## src/rtl/rca_pkg.sv

```systemverilog
// Shared types and constants for the nibble-serial adder sequencer.
package rca_pkg;

  localparam int NIB_W = 4;

  typedef enum logic [1:0] {
    IDLE = 2'd0,
    RUN  = 2'd1,
    DONE = 2'd2
  } state_e;

endpackage

```

## src/rtl/ripple_carry.sv

```systemverilog
// 4-bit ripple-carry adder, purely combinational: {carry, sum} = x + y + z.
module ripple_carry (
  input  logic [3:0] x,
  input  logic [3:0] y,
  input  logic       z,
  output logic [3:0] sum,
  output logic       carry
);

  logic [4:0] c;

  always_comb begin
    c    = '0;
    sum  = '0;
    c[0] = z;
    for (int i = 0; i < 4; i++) begin
      sum[i]   = x[i] ^ y[i] ^ c[i];
      c[i+1]   = (x[i] & y[i]) | (c[i] & (x[i] ^ y[i]));
    end
    carry = c[4];
  end

endmodule

```

## src/rtl/rca_seq_ctrl.sv

```systemverilog
// WIDTH-bit adder built by sequencing one 4-bit ripple_carry, LSB nibble first; done pulses NIBS cycles after accept.
// Optional subtract mode (sub port, a - b) when RCA_SUB_EN is defined.
module rca_seq_ctrl
  import rca_pkg::*;
#(
  parameter int WIDTH = 16
) (
  input  logic             clk,
  input  logic             rst,
  input  logic             start,
  input  logic [WIDTH-1:0] a,
  input  logic [WIDTH-1:0] b,
  input  logic             cin,
`ifdef RCA_SUB_EN
  input  logic             sub,
`endif
  output logic             busy,
  output logic             done,
  output logic [WIDTH-1:0] result,
  output logic             cout
);

  localparam int NIBS  = WIDTH / NIB_W;
  localparam int IDX_W = (NIBS > 1) ? $clog2(NIBS) : 1;

  if (WIDTH % NIB_W != 0) begin : g_width_chk
    $error("rca_seq_ctrl: WIDTH must be a multiple of 4");
  end

  state_e             state_q, state_d;
  logic [IDX_W-1:0]   idx_q, idx_d;
  logic [WIDTH-1:0]   a_q, a_d, b_q, b_d;
  logic [WIDTH-1:0]   result_q, result_d;
  logic               carry_q, carry_d;
  logic               cout_q, cout_d;

  logic [NIB_W-1:0]   nib_x, nib_y, nib_sum;
  logic               nib_carry;
  logic [WIDTH-1:0]   b_cap;
  logic               c_cap;

  assign nib_x = a_q[int'(idx_q)*NIB_W +: NIB_W];
  assign nib_y = b_q[int'(idx_q)*NIB_W +: NIB_W];

  ripple_carry u_rca (
    .x     (nib_x),
    .y     (nib_y),
    .z     (carry_q),
    .sum   (nib_sum),
    .carry (nib_carry)
  );

  // Subtraction is a + ~b + 1, so only the captured operand and seed carry differ.
`ifdef RCA_SUB_EN
  assign b_cap = sub ? ~b : b;
  assign c_cap = sub ? 1'b1 : cin;
`else
  assign b_cap = b;
  assign c_cap = cin;
`endif

  always_comb begin
    state_d  = state_q;
    idx_d    = idx_q;
    a_d      = a_q;
    b_d      = b_q;
    carry_d  = carry_q;
    result_d = result_q;
    cout_d   = cout_q;
    unique case (state_q)
      IDLE, DONE: begin
        if (start) begin
          state_d  = RUN;
          a_d      = a;
          b_d      = b_cap;
          carry_d  = c_cap;
          idx_d    = '0;
          result_d = '0;
          cout_d   = 1'b0;
        end else if (state_q == DONE) begin
          state_d = IDLE;
        end
      end
      RUN: begin
        result_d[int'(idx_q)*NIB_W +: NIB_W] = nib_sum;
        carry_d = nib_carry;
        if (idx_q == IDX_W'(NIBS - 1)) begin
          cout_d  = nib_carry;
          idx_d   = '0;
          state_d = DONE;
        end else begin
          idx_d = idx_q + 1'b1;
        end
      end
      default: state_d = IDLE;
    endcase
  end

  always_ff @(posedge clk) begin
    if (rst) begin
      state_q  <= IDLE;
      idx_q    <= '0;
      a_q      <= '0;
      b_q      <= '0;
      carry_q  <= 1'b0;
      result_q <= '0;
      cout_q   <= 1'b0;
    end else begin
      state_q  <= state_d;
      idx_q    <= idx_d;
      a_q      <= a_d;
      b_q      <= b_d;
      carry_q  <= carry_d;
      result_q <= result_d;
      cout_q   <= cout_d;
    end
  end

  assign busy   = (state_q == RUN);
  assign done   = (state_q == DONE);
  assign result = result_q;
  assign cout   = cout_q;

endmodule

```

## config.mk

```make
export PLATFORM = sky130hd
export DESIGN_NAME = rca_seq_ctrl
export DESIGN_NICKNAME = d
export VERILOG_FILES = /design/src/rtl/rca_pkg.sv /design/src/rtl/ripple_carry.sv /design/src/rtl/rca_seq_ctrl.sv
export SDC_FILE = /design/constraint.sdc
export NUM_CORES = 1
export LEC_CHECK = 0
export CORE_ASPECT_RATIO = 0.6
export CORE_MARGIN = 3
export CORE_UTILIZATION = 50
export CTS_BUF_LIST = sky130_fd_sc_hd__clkbuf_8
export DETAILED_ROUTE_END_ITERATION = 6
export PLACE_DENSITY = 0.8
export SLEW_MARGIN = 20
export SYNTH_ARGS = -nofsm -noshare
export SYNTH_HDL_FRONTEND = slang
export SYNTH_HIERARCHICAL = 1
export SYNTH_SLANG_ARGS = --single-unit
```

## constraint.sdc

```tcl
create_clock -name clk -period 4 [get_ports clk]
set_input_delay 0.8 -clock clk [delete_from_list [all_inputs] [get_ports clk]]
set_output_delay 0.8 -clock clk [all_outputs]
set_load 0.005 [all_outputs]
```

==> results of run 1 <==
[flip-flops by register name (all words and copies together) (netlist names)]
| signal | cells |
|---|---|
| cout | 1 |
| idx_q | 2 |
| result | 16 |
| state_q | 2 |
| carry_q | 1 |
| a_q | 16 |
| b_q | 16 |
[layout by cell type, fill, tap and decap left out, drive strengths merged, types with 2 or more instances in the layout]
master,count
a21oi,39
buf,4
nor2,5
ha,5
clkbuf,6
inv,14
nand3b,2
nand3,7
nor3b,2
dfxtp,54
a22o,12
mux4,8
nand2b,2
a211oi,2
fa,4
nand4,4
clkdlybuf4s50,53
nor2b,5
nand2,67
[stage by stage]
stage	hold WS (ps)	std cells	total power (uW)	util [%]
after floorplan	433	255	701	-
after global placement	442	356	758	67.1
after detailed placement	445	356	764	67.1
after CTS	457	364	1060	69.2
after global routing	479	364	1100	69.2
final	453	364	1060	69.2
[critical path: stages (launching register included)]
cell and delay, ps:
dfxtp_1 540, mux4_2 570, fa_1 430, inv_1 80, fa_1 160, inv_1 50
fa_1 350, inv_1 80, fa_1 410, inv_1 80, nor2b_1 280, a22o_1 200
[cell type report]
class / instances / area share (%)
Multi-Input combinational cell: 172 / 38.6
Sequential cell: 54 / 35.8
Timing Repair Buffer: 57 / 18.5
Clock buffer: 6 / 2.73
Tap cell: 60 / 2.48
Inverter: 13 / 1.70
Clock inverter: 2 / 0.290
[power breakdown]
group,total (uW),switching [uW],leakage [uW],internal (uW)
Combinational,173,89.9,0.000612,82.8
Sequential,579,18.0,0.000441,561
Clock,309,171,0.0000524,137
[metal layers]
layer | part of all wire, % | global-route usage, % | wire length [microns]
met4 | 1.5 | 7.89 | 81
met3 | 7.8 | 5.79 | 427
met5 | 0 | 0 | 0
met2 | 42 | 29.1 | 2290
met1 | 49 | 29.4 | 2680
[worst paths after layout]
check	start	end	slack, ps
min reg2reg	a_q[12]	a_q[12]	450
min	a_q[12]	a_q[12]	450
max	idx_q[0]	result[11]	730
max reg2reg	idx_q[0]	result[11]	730
[logic make-up after synthesis]
kind of cell,Yosys count
buf+inv,29
mux,8
fa+ha+maj,9
flops,54
compound gates,57
simple gates,98
==> metrics, run 1 <==
status=finished clean; largest family of logic cells by synthesized area=simple AND/OR/NAND/NOR gates; Final Hold Fails=0; most common cell in the netlist=nand2_1; Synth area leader=dfxtp_1; synthesized cell area=2410 sq um; CP required=4270 ps; hold_buf cts=0; Final #Nets=348; clk buf depth=2; Synth Flop Type=dfxtp_1; Setup-failing EPs final=0; proportion of layout cells with a drive suffix above 1=8.88%; hold path depth=2; post-synthesis mux area share=7.48%; I/O Buffers=54; GR Util All Layers=20.4%; Setup crit start kind=register; adder-cell share of the synthesized area=5.92%; core area=4370 sq um; Sink Count=54; Max-Cap Viols=0; Syn. warnings=6; WP data arrival=3540 ps; CTS buffer count=5; DRC Markers=0; Initial Util=55.1%; Max VDD drop=0.000180 V; post-layout min period=3270 ps; floorplan row count=18; final clock period utilization by the worst path=81.8%; drt wl/cell=15.1 microns; ANT cells=0; via/cell ratio=5.36; RSZ-0062 raised after global routing=false; post-synth top area share=44.9%; Post-Synth XOR/XNOR Area=0%; CTS root buf=clkbuf_8; Final Max Slew Viols=0; CTS tree=done; htree depth=2; Synth top cells by count=nand2_1, dfxtp_1, a21oi_1; Clock Latency Late Sink=320 ps; library cells used by synthesis=31; largest net degree at the start of global routing=50; Max Fclk=306 MHz; leakage power=0.00110 uW; Fin Setup TNS=0 ps; Yosys reg bits=54; critical-path maximum fanout=6; drt first pass iters=4; Fin Clk Skew=9.17 ps; First DRT Iteration DRCs=153; clock-pin slew on the worst setup and hold paths=90 ps; Worst Setup Slack, final=727 ps; post-synthesis sequential area ratio=44.9%; IO Pins=55; Detailed Route WL=5480 microns; FF-to-FF path depth=11; DIE AREA=5710 sq um; largest cells by area after synthesis=dfxtp_1, nand2_1, a21oi_1; Chip Height=59.8 microns; Simple-Gate Fraction of Synth Area=19.6%; vias in the first global route=1851; Reg area=1080 sq um; DP HPWL=4050 microns; Synth Area in Compound Gates=15.3%; Post-synth EDFFs=0; syn_nets=300; DP Area=2930 sq um; area grow syn2layout=25.5%; Cells after Synth=255; Worst-Margin Slew=961 ps; Syn Area/Cell=9.45 sq um; Power Dens Cells=351 nW/um^2; global-route wire length before repair=8670 microns; worst min path class=register to register; initial antenna violation count=0; Placer Congestion=0.845; via count=1952; critical path class=register to register; Place WS=761 ps; die width=95.6 microns; CP endpoint kind=register; Setup Fix Bufs, Post-CTS=0; area of the multi-input gates=1160 sq um; CTS resizes=0; Final Cell Area=3020 sq um; GRT overflow=0; Slew Limit Headroom=35.9%; remaining antenna violation count=0; Synth async-reset ratio=0%; # fillers=362
Power figures use the tool's default switching activity.
==> inputs of run 2 (changes only) <==
clock period = 3.15 ns   (was 4 ns; I/O delays follow)
==> metrics, run 2 (synthesis results as in run 1) <==
post-layout util=70.3%; power after layout=1410 uW; Max Fclk=337 MHz; fin cells=368; proportion of layout cells with a drive suffix above 1=10.7%; remaining antenna violation count=0; Detailed Route WL=5340 microns; RSZ-0062 raised after global routing=false; WP data arrival=3230 ps; worst min path class=register to register; DRC Markers=0; clk buf depth=2; leakage power=0.00113 uW; IO Pins=55; # fillers=339; hold_buf cts=0; Fin Clk Skew=3.77 ps; DP HPWL=4010 microns; CTS tree=done; core area=4370 sq um; placed cells=360; CP endpoint kind=register; global-route wire length before repair=8620 microns; GRT overflow=0; vias in the first global route=1760; final clock period utilization by the worst path=94.2%; critical-path maximum fanout=3; status=finished clean; Place WS=207 ps; CTS resizes=0; htree depth=2; die width=95.6 microns; drt wl/cell=14.5 microns; critical path class=register to register; Max VDD drop=0.000240 V; Sink Count=54; ANT cells=0; DIE AREA=5710 sq um; largest net degree at the start of global routing=37; post-layout min period=2970 ps; CP required=3410 ps; Clock Latency Late Sink=310 ps; Fin Setup TNS=0 ps; First DRT Iteration DRCs=106; Initial Util=55.1%; drt first pass iters=4; floorplan row count=18; Final Max Slew Viols=0; Power Dens Cells=459 nW/um^2; initial antenna violation count=0; GR Util All Layers=20.4%; clock-pin slew on the worst setup and hold paths=90 ps; most frequent cells in the layout=nand2_1, dfxtp_1, clkdlybuf4s50_1; Worst Setup Slack, final=183 ps; commonest non-fill, non-tap cell in the layout=nand2_1; CTS buffer count=5; Setup crit start kind=register; area grow syn2layout=27.5%; Setup Fix Bufs, Post-CTS=0; Setup-failing EPs final=0; Final Hold Fails=0; via/cell ratio=5.24; CTS root buf=clkbuf_8; Worst-Margin Slew=682 ps; Placer Congestion=0.845; I/O Buffers=54; Max-Cap Viols=0; Chip Height=59.8 microns; via count=1927; Slew Limit Headroom=54.5%; Final #Nets=352
[run 2: cell types whose count changed in the layout (fill, tap and decap cells not counted)]
cell       change
inv_1          -1
clkbuf_8       -1
bufinv_16      +1
clkinv_2       +1
dfxtp_2        +1
dfxtp_1        -1
buf_4          +4
[run 2: cell type report]
cell class,count,area (sq um),area share (%)
Multi-Input combinational cell,172,1160,37.9
Sequential cell,54,1080,35.2
Timing Repair Buffer,61,588,19.2
Tap cell,60,75.1,2.44
Clock buffer,5,68.8,2.24
Inverter,13,51.3,1.67
Clock inverter,3,40.0,1.30
[run 2: power by group]
part / switching, uW / leakage (uW) / total, uW / internal, uW
Sequential: 20.8 / 0.000441 / 734 / 713
Clock: 218 / 0.0000579 / 452 / 234
Combinational: 115 / 0.000632 / 223 / 108
[run 2: final timing paths]
kind	from	to	slack (ps)	cells after the start
worst max register to register	idx_q[0]	result[15]	180	11
worst min register to register	a_q[0]	a_q[0]	460	2
worst max-delay path	idx_q[0]	result[15]	180	11
worst min-delay path	a_q[0]	a_q[0]	460	2
[run 2: metal layers]
| layer | up-vias | GRT usage [%] | share of wire [%] |
|---|---|---|---|
| met2 | 70 | 27.5 | 39 |
| met3 | 5 | 6.67 | 8.6 |
| met1 | 884 | 30.6 | 51 |
| met5 | - | 0 | 0 |
| li1 | 968 | - | - |
| met4 | 0 | 6.07 | 1.0 |
[run 2: critical path: stages (launching register included)]
cell and delay (ps):
dfxtp_2 370, mux4_2 520, fa_1 430, inv_1 70, fa_1 150, inv_1 50, fa_1 350, inv_1 70
fa_1 400, inv_1 80, nor2b_1 240, a22o_1 180
[run 2: per-stage QoR]
| step | hold slack (ps) | cell area (sq um) |
|---|---|---|
| finish | 462 | 3070 |
| CTS | 464 | 3070 |
| floorplan | 433 | 2410 |
| detailed placement | 451 | 2960 |
| global placement | 440 | 2960 |
| global route | 474 | 3070 |
==> variant 1: new RTL, config.mk and constraints of run 2 <==
Reset style: asynchronous (`rst`), changed in one clocked block.
--- a/src/rtl/rca_seq_ctrl.sv
+++ b/src/rtl/rca_seq_ctrl.sv
@@ -97,5 +97,5 @@
   end
 
-  always_ff @(posedge clk) begin
+  always_ff @(posedge clk or posedge rst) begin
     if (rst) begin
       state_q  <= IDLE;
Function: differs if rst is asserted again (counterexample within 4 cycles, from zero or initial values and one cycle with rst high); with rst held inactive, the same outputs for 10 cycles.
==> variant 1 against run 2 <==
- final cell count decreased by 1.1%
- synthesized area increased by 2.7%
- via count decreased by 2.7%
- die area increased by 2.5%
- non-clock buffer count unchanged
- utilization decreased by 1.2 points
- cell area increased by 4.8%
- worst setup slack improved by 0.050 ns
- routed wire length increased by 1.2%
- sequential share of layout area increased by 6.8 points
- worst hold slack improved by 0.020 ns
- sequential cell count unchanged
- critical endpoint is now result[3]
Power is not compared: it rests on default switching activity, and its combinational part moved more than twofold at a synthesized area within 25%.
==> variant 1: results (changes against run 2) <==
R2R Path End result[3] (was result[15]); first-pass GRT wire length 9.22 mm (was 8.62 mm); post-synthesis sequential area ratio 0.546 (was 0.449); Detailed Route Iter0 Violations 92 (was 106); Fillers 365 (was 339); Clock-cell share 0.0338 (was 0.0355); fraction of area in multi-input gates 0.317 (was 0.379); wire length per cell 14.8 um (was 14.5 um); status completed (unchanged); #MultiIn Comb 164 (was 172); placed cell areas 3110 sq um (was 2960 sq um); CP max stage delay 0.54 ns (was 0.52 ns); Place WS 0.197 ns (was 0.207 ns); Post-DP HPWL 3.98 mm (was 4.01 mm); slew margin rel. 0.791 (was 0.545); vias in the first global route 1886 (was 1760); syn nets 287 (was 300); peak fanout along the critical path 6 (was 3); Global Route Usage Sum 0.202 (was 0.204); final net count 345 (was 352); final wirelength 5.40 mm (was 5.34 mm); Synth cell types 27 (was 31); routed vias/inst 5.15 (was 5.24); num tapcells 63 (was 60); CP arrival 3.15 ns (was 3.23 ns); PnR Total Power 3.24 mW; Synth area leaders dfrtp_1 (55%), nand2_1 (16%), mux4_2 (7.3%) (was dfxtp_1 (45%), nand2_1 (10%), a21oi_1 (8.1%)); Non-Clock Inverter Count 14 (was 13); Hold Slack 0.483 ns (was 0.462 ns); sequential share of cell area 0.420 (was 0.352); Worst R2R Start idx_q[1] (was idx_q[0]); fraction of layout cells with a size suffix above 1 0.106 (was 0.107); R2R Setup Slk 0.23 ns (was 0.18 ns); Hold Path End b_q[9] (was a_q[0]); Area Overhead vs Synth 30.1% (was 27.5%); largest net degree at the start of global routing 55 (was 37); hold wc startpoint b_q[9] (was a_q[0])
-- variant 1: cell types whose count changed in the layout (fill, tap and decap cells not counted), moves of 3 or more --
| cell | change |
|---|---|
| dfxtp_1 | -53 |
| nand4_1 | -4 |
| nor2_1 | -3 |
| nor2b_1 | -3 |
| dfrtp_1 | +53 |
| nand2_1 | +37 |
| a21oi_1 | -38 |
| o21ai_0 | +5 |
-- variant 1: kinds of logic (layout without fill, tap and decap cells) --
logic type	Yosys count	after routing	share of synthesized area
AO/OA/AOI/OAI	24	24	0.0728
adder cells (fa/ha/maj)	9	9	0.0577
buffers and inverters	24	83	0.0420
flip-flops	54	54	0.546
multiplexers	8	8	0.0728
AND/OR/NAND/NOR	123	123	0.208
-- variant 1: layer usage --
layer	vias up	part of all wire	GRT usage
li1	900	-	-
met1	899	0.47	0.289
met2	68	0.45	0.305
met3	8	0.066	0.0528
met4	0	0.012	0.0680
met5	-	0	0
==> variant 2: new RTL, config.mk and constraints of run 2 <==
Made on the original files. Build with the macro `RCA_SUB_EN` defined.
--- a/src/rtl/rca_seq_ctrl.sv
+++ b/src/rtl/rca_seq_ctrl.sv
@@ -1,4 +1,6 @@
 // WIDTH-bit adder built by sequencing one 4-bit ripple_carry, LSB nibble first; done pulses NIBS cycles after accept.
 // Optional subtract mode (sub port, a - b) when RCA_SUB_EN is defined.
+`define RCA_SUB_EN
+
 module rca_seq_ctrl
   import rca_pkg::*;
Ports: changed (added sub); port bits go from 55 to 56. No check against the original RTL was run, so the function may have changed too.
==> variant 2 against run 2 <==
- clock power decreased by 17%
- sequential power grew 2%
- synthesized area is 8.2% higher
- cell area grew 6.2%
- routed wire length is 5.0% higher
- worst setup slack lost 0.0085 ns
- sequential cell count did not move
- total power increased by 0.35%
- first-iteration DRC count up 19%
- critical endpoint is now result[11]
- largest power group unchanged
==> variant 2: results (changes against run 2) <==
Max VDD drop 221 uV (was 240 uV); minimum clock period 2.98 ns (was 2.97 ns); final std cells w/o fill 375 (was 368); Placer Congestion 0.794 (was 0.845); Place WS 0.0523 ns (was 0.207 ns); Detailed Route Iter0 Violations 126 (was 106); cell total after placement 369 (was 360); switch share 0.268 (was 0.251); WL met3 393 um (was 461 um); skew final 0.00644 ns (was 0.00377 ns); placed cell areas 3170 sq um (was 2960 sq um); wire length per cell 14.9 um (was 14.5 um); Area Overhead vs Synth 25.1% (was 27.5%); leakage power 1.16 nW (was 1.13 nW); Global Route Usage Sum 0.198 (was 0.204); syn nets 307 (was 300); CP arrival 3.22 ns (was 3.23 ns); Worst Tran Pin Value 0.866 ns (was 0.682 ns); final net count 359 (was 352); vias in the first global route 1891 (was 1760); largest net degree at the start of global routing 32 (was 37); post-synthesis sequential area ratio 0.415 (was 0.449); status completed (unchanged); met2 WL 2.32 mm (was 2.09 mm); synth cell count leaders dfxtp_1 (54), nand2_1 (35), a21oi_1 (22), nor2_1 (20), xnor2_1 (16) (was nand2_1 (67), dfxtp_1 (54), a21oi_1 (39), a22o_1 (12), inv_1 (12)); Post-DP HPWL 4.21 mm (was 4.01 mm); R2R Path End result[11] (was result[15]); Mapped Cells 261 (was 255); Synth cell types 34 (was 31); Fillers 383 (was 339)
[variant 2: changes by cell type after synthesis, moves of 6 or more]
| cell | before | now |
|---|---|---|
| a21oi_1 | 39 | 22 |
| nor2_1 | 5 | 20 |
| xnor2_1 | 0 | 16 |
| nand2_1 | 67 | 35 |
| a211oi_2 | 0 | 10 |
| a211oi_1 | 0 | 6 |
[variant 2: area by class of cell]
type	count	share of cell area
multi-input combinational	176	0.415
sequential	54	0.333
timing repair buffer	63	0.186
clock buffer	6	0.0253
tap	63	0.0242
inverter	13	0.0165
[variant 2: worst min-delay path by stage]
| stage | from | end | slack (ns) | depth (start not counted) |
|---|---|---|---|---|
| 6_report | a_q[10] | a_q[10] | 0.46 | 2 |
| 5_1_grt | a_q[10] | a_q[10] | 0.48 | 2 |
| 4_1_cts | a_q[12] | a_q[12] | 0.46 | 2 |
| 3_5_place_dp | a_q[12] | a_q[12] | 0.44 | 2 |
| 3_3_place_gp | a_q[1] | a_q[1] | 0.44 | 2 |
| 2_1_floorplan | a_q[10] | a_q[10] | 0.43 | 2 |
[variant 2: power groups by stage]
stage	registers (mW)	clock network, mW	logic, mW
floorplan	0.753	0	0.203
global placement	0.760	0	0.287
detailed placement	0.761	0	0.293
CTS	0.745	0.383	0.295
global route	0.751	0.407	0.327
finish	0.746	0.374	0.294
[variant 2: per-layer routing]
metal / up-vias / GRT usage
li1: 1000 / -
met1: 944 / 0.296
met2: 55 / 0.289
met3: 2 / 0.0491
met4: 0 / 0.0506
met5: - / 0
[variant 2: cells by family (layout without fill, tap and decap cells)]
logic type	after synthesis	after routing	share of synthesized area
simple gates	87	87	0.166
compound gates	56	56	0.173
flops	54	54	0.415
buf+inv	31	82	0.0686
xor+xnor	16	16	0.0538
fa+ha+maj	9	9	0.0547
mux	8	8	0.0691
